File: src/rtl/axi_chk_fifo.sv
// rtl/axi_chk_fifo.sv - tracking queue whose head shows a same-cycle push when empty
module axi_chk_fifo #(
  parameter int W     = 8,
  parameter int DEPTH = 4
) (
  input  logic                   clk,
  input  logic                   rst,
  input  logic                   push,
  input  logic [W-1:0]           push_data,
  input  logic                   pop,
  output logic [W-1:0]           head_data,
  output logic                   full,
  output logic                   empty,
  output logic [$clog2(DEPTH):0] count
);

  localparam int PW = $clog2(DEPTH);
  localparam int CW = PW + 1;

  logic [W-1:0]  mem [DEPTH];
  logic [PW-1:0] rd_ptr;
  logic [PW-1:0] wr_ptr;
  logic          store;
  logic          drain;

  assign empty     = (count == '0);
  assign full      = (count == CW'(DEPTH));
  assign head_data = empty ? push_data : mem[rd_ptr];

  // A pop of an empty queue consumes the bypassed push, so nothing is stored.
  // A full queue still accepts a push when a stored entry leaves the same cycle.
  assign drain = pop & ~empty;
  assign store = push & ~(empty & pop) & (~full | pop);

  // Pointer and occupancy update; storage itself needs no reset
  always_ff @(posedge clk) begin
    if (rst) begin
      rd_ptr <= '0;
      wr_ptr <= '0;
      count  <= '0;
    end else begin
      if (store) begin
        mem[wr_ptr] <= push_data;
        wr_ptr      <= wr_ptr + PW'(1);
      end
      if (drain) rd_ptr <= rd_ptr + PW'(1);
      count <= count + CW'(store) - CW'(drain);
    end
  end

endmodule

File: config.mk
export PLATFORM = sky130hd
export DESIGN_NAME = axi_chk_fifo
export DESIGN_NICKNAME = d
export VERILOG_FILES = /design/src/rtl/axi_chk_fifo.sv
export SDC_FILE = /design/constraint.sdc
export NUM_CORES = 1
export LEC_CHECK = 0
export CAP_MARGIN = 10
export CORE_MARGIN = 10
export CORE_UTILIZATION = 48
export DETAILED_ROUTE_END_ITERATION = 10
export GPL_TIMING_DRIVEN = 1
export PLACE_DENSITY = 0.74
export REMOVE_ABC_BUFFERS = 1
export SYNTH_ARGS = -nofsm -noshare
export SYNTH_HDL_FRONTEND = slang
export SYNTH_SLANG_ARGS = --single-unit
File: constraint.sdc
create_clock -name clk -period 2.19 [get_ports clk]
set_clock_uncertainty 0.2 [all_clocks]
set_input_delay 0.219 -clock clk [delete_from_list [all_inputs] [get_ports clk]]
set_output_delay 0.219 -clock clk [all_outputs]
set_load 0.005 [all_outputs]
* After elaboration in Yosys (flattened, before gate mapping)
Memories as Yosys holds them, arrays and structs flattened. A register that Yosys moved wholly into a read port is not among the register bits.
Cells that the tools add are included.
** Word-level totals
- Memories kept :: 1
- Word-level logic and storage cells :: 24
- Flip-flop bits (word level) :: 7
- Bits in writable memories :: 32
** Operators by class
- Reductions and logical operators :: 1
- Bitwise logic cells :: 8
- Eq/ne operators :: 1
- Multiplexer cells :: 6
- Add/subtract/negate cells :: 4
** Memories
- mem :: depth 4, width 8, rd ports 1, clocked after memory_dff 1, wr ports 1, RTL line 20 : logic [W-1:0] mem [DEPTH];
** Operators by type and width (number)
- $mux 8 :: 1
- $add 2x1->2 const B :: 2
- $and 1x1->1 :: 4
- $mux 2 :: 2
- $add 3x1->3 :: 1
- $eq 3x3->1 const B :: 1
- $logic_not 3->1 :: 1
- $mux 1 :: 3
- $not 1->1 :: 3
- $sub 3x1->3 :: 1
- $or 1x1->1 :: 1

* Longest topological paths before layout
Gate-level depths: netlist of the first run.
- Depth in word-level cells :: 8
- Mapped depth :: 11
- Gate-level depth less buffers :: 10

* Least setup slack after synthesis of the first run
Ideal clock, no wire load.
- Path type :: register -> register
- From :: register count[2]
- To :: register count[2]
- Cell stages (with the launch flop) :: 12
- Setup slack :: -0.222 ns
- Clock period less this slack :: 2.412 ns
- Arrival :: 2.084 ns
- Library setup time :: 0.128 ns
- Cells stage by stage :: dfxtp_1 -> buf_4 -> xnor2_1 -> o31a_1 -> inv_1 -> ha_1 -> inv_1 -> ha_1 -> fa_1 -> xnor2_1 -> xnor2_1 -> nor2_1
** On the way
- Longest elaborated chain between the ends :: 7
- Elaborated cells between the ends (all ways) :: 12
** Ends and longest elaborated chain
- start, declared :: RTL line 14 : output logic [$clog2(DEPTH):0] count
- start signal, assigned :: RTL line 47 : count <= count + CW'(store) - CW'(drain);
- $logic_not 3->1 :: RTL line 26 : assign empty = (count == '0);
- $and 1x1->1 :: RTL line 33 : assign store = push & ~(empty & pop) & (~full | pop);
- $not 1->1 :: RTL line 33
- $and 1x1->1 (2 in a row) :: RTL line 33
- $add 3x1->3 :: RTL line 47
- $sub 3x1->3 * :: RTL line 47
Every way passes the cells marked *; elsewhere a longest branch is shown, timed or not.
A chain may end at the register's enable or synchronous reset.

* Worst setup path after layout of the first run
Ends and elaborated chain as after synthesis.

==> results of run 1 <==
synth_stat cells (all sizes together):
cell | instances | share of area
nor3b | 5 | 0.021
mux2i | 1 | 0.0057
ha | 6 | 0.043
nand2b | 2 | 0.0071
o31a | 1 | 0.0050
nor3 | 1 | 0.0092
mux2 | 9 | 0.060
mux4 | 8 | 0.10
nor2b | 2 | 0.0071
buf | 4 | 0.016
xor2 | 2 | 0.010
dfxtp | 9 | 0.10
edfxtp | 32 | 0.55
fa | 1 | 0.011
o311ai | 1 | 0.0050
xnor2 | 3 | 0.015
inv | 7 | 0.015
clkbuf | 1 | 0.0021
nor2 | 6 | 0.013
o31ai | 1 | 0.0043
worst register-to-register path, stage by stage (launching register included):
cell and delay [ns]:
dfxtp_4 0.40, xnor2_2 0.12, o31a_1 0.18, inv_2 0.07, ha_4 0.25, inv_2 0.04, ha_4 0.15, fa_2 0.35
xnor2_2 0.14, xnor2_1 0.14, nor2_1 0.05
state kept, by name, summed over array words and instances (netlist names), named ones only:
name,cells
mem,32
count,3
rd_ptr,2
wr_ptr,2
cell families after synthesis:
logic type / after synthesis / share of synthesized area
simple gates: 16 / 0.0576
compound gates: 3 / 0.0142
mux: 18 / 0.168
fa+ha+maj: 7 / 0.0541
flops: 41 / 0.649
xor+xnor: 5 / 0.0249
buf+inv: 12 / 0.0327
worst max-delay path by stage:
stage | from | slack, ns | end
detailed placement | pop | -0.44 | count[2]$_SDFF_PP0_
finish | count[2]$_SDFF_PP0_ | 0.009 | count[2]$_SDFF_PP0_
global route | count[2]$_SDFF_PP0_ | -0.1 | count[2]$_SDFF_PP0_
floorplan | count[2]$_SDFF_PP0_ | -0.23 | count[2]$_SDFF_PP0_
global placement | pop | -0.36 | count[2]$_SDFF_PP0_
CTS | count[2]$_SDFF_PP0_ | -0.04 | count[2]$_SDFF_PP0_
layer usage:
| layer | up-vias | wire [µm] | share of wire |
|---|---|---|---|
| met2 | 18 | 2070 | 0.55 |
| met3 | 5 | 161 | 0.043 |
| met1 | 533 | 1450 | 0.39 |
| li1 | 487 | - | - |
| met4 | 0 | 72 | 0.019 |
| met5 | - | 0 | 0 |
power breakdown:
group | switching (µW) | leakage, µW | internal (µW)
Combinational | 442 | 0.000473 | 713
Clock | 253 | 0.0000439 | 220
Sequential | 75.2 | 0.000365 | 938
placed cells by master, fill, tap and decap left out, types with 2 or more instances in the layout:
master and count:
buf_6 7, ha_4 2, dfxtp_4 2, dfxtp_1 6
clkdlybuf4s50_1 14, xnor2_2 2, nand2b_1 2, nor3b_1 5
buf_2 6, clkinv_2 2, nor2b_1 2, edfxtp_1 32
inv_1 4, mux2_2 7, inv_2 3, mux4_2 8
mux2_4 2, clkbuf_8 5, ha_1 4, xor2_1 2
buf_4 21, nor2_1 6
final cells by class:
| type | instances | area share |
|---|---|---|
| sequential | 41 | 0.484 |
| multi-input combinational | 49 | 0.261 |
| timing repair buffer | 51 | 0.182 |
| clock buffer | 5 | 0.0290 |
| tap | 46 | 0.0242 |
| inverter | 7 | 0.0111 |
| clock inverter | 3 | 0.00738 |
what timing repair did:
action,4_1_cts,5_1_grt
gates resized for setup,46,11
endpoints found under the setup margin,9,5
setup buffers,6,1
pin swaps,7,7
through the flow:
step	total power, µW	hold WS (ns)	instances
after floorplan	1490	0.0906	97
after global placement	1990	0.294	188
after detailed placement	2020	0.326	188
after CTS	2610	0.345	201
after global routing	2800	0.387	202
final	2640	0.334	202
==> flow_summary.json, run 1 <==
{
  "status": "finished, final reports clean",
  "antenna_found_initial": 0,
  "design_area_um2": 2370,
  "cp-end-kind": "flop",
  "diodes": 0,
  "routedWlPerCell_um": 18.6,
  "final_antenna_net_count": 0,
  "maxCapViolations": 0,
  "core_region_area_um2": 3440,
  "ff_latch_area_um2": 1150,
  "min-delay-start": "wr_ptr[1]$_SDFFE_PP0P_",
  "syn_area_per_cell_um2": 17.2,
  "slew_headroom": 0.744,
  "r2r_start": "count[2]$_SDFF_PP0_",
  "cp_slowest_cell": "dfxtp_4",
  "track_usage": 0.118,
  "r2r_cells": 10,
  "tightest_slew_ns": 0.379,
  "p_leak_uw": 0.000882,
  "post-place-ws_ns": -0.438,
  "vias_per_cell": 5.16,
  "path_class": "reg -> reg",
  "clockBufferDepth": 2,
  "final_nets": 174,
  "path_cells": "xnor2_2 > o31a_1 > inv_2 > ha_4 > inv_2 > ha_4 > fa_2 > xnor2_2 > xnor2_1 > nor2_1",
  "crit_path_start_kind": "flop",
  "dieWidth_um": 80.5,
  "holdBufCountCts": 0,
  "pin_count": 25,
  "wl_um": 3750,
  "hold_path_end": "wr_ptr[1]$_SDFFE_PP0P_",
  "placed_area_um2": 2180,
  "seq_area_frac_synth": 0.649,
  "tns_ns": 0,
  "met1_usage": 0.127,
  "syn_to_final_growth_pct": 34.9,
  "cts_sinks": 41,
  "grt_pass1_wl_um": 5690,
  "synth.distinct_cells": 24,
  "cp.arrival_ns": 2.17,
  "htreeDepth": 2,
  "reg2reg_slack_ns": 0.009,
  "cts-root-buf": "clkbuf_8",
  "worst_path_largest_cell_delay_ns": 0.40,
  "crit_cells": 10,
  "drt_iter0_drc": 42,
  "hold_viol": 0,
  "first_global_vias": 1114,
  "grt-ovfl-total": 0,
  "n_fill_cell": 248,
  "syn_inst": 102,
  "die_h_um": 80.5,
  "crit_required_ns": 2.18,
  "cts_tree": "done",
  "fmax_mhz": 458,
  "netlist_area_um2": 1760,
  "hpwl_um": 2570,
  "grt_setup_unrepaired": "yes",
  "hold_class": "reg -> reg",
  "start_util": 0.511,
  "multi_input_area_um2": 621,
  "post-route-util": 0.690,
  "met2_usage": 0.200,
  "grt_max_degree": 14,
  "cts-buffers-inserted": 5,
  "fin_crit_sh": 0.996,
  "use_met3": 0.0445,
  "holdPathStages": 2,
  "grt-busiest-layer": "met2",
  "die_area_um2": 6490,
  "path_buf_inv": 2,
  "insertion_delay_ns": 0.29,
  "drive_gt1_frac": 0.468,
  "setup_slack_ns": 0.00897,
  "synth-warning-count": 0,
  "ys_ff_latch": 41,
  "port_buffers": 24,
  "clk_pin_slew_ns": 0.08,
  "vdd.ir_drop.worst_uv": 678,
  "rows": 21,
  "path_delay_family": "adder cells",
  "powerDensity_nw_per_um2": 1110,
  "reg2reg_to": "count[2]$_SDFF_PP0_",
  "min_period_ns": 2.18,
  "vias": 1043,
  "drv_slew": 0,
  "first_pass_iters": 4,
  "setup_viol": 0,
  "place_congestion": 0.834,
  "cp_max_fo": 5,
  "route.detailed.drc": 0
}
(Power assumes the default switching activity.)
==> run 2, diff against run 1 <==
CTS_BUF_LIST = sky130_fd_sc_hd__clkbuf_8 sky130_fd_sc_hd__clkbuf_16   (was not set)
==> results of run 2 <==
Same layout as run 1: the final DEF is identical, and so are final timing and power.
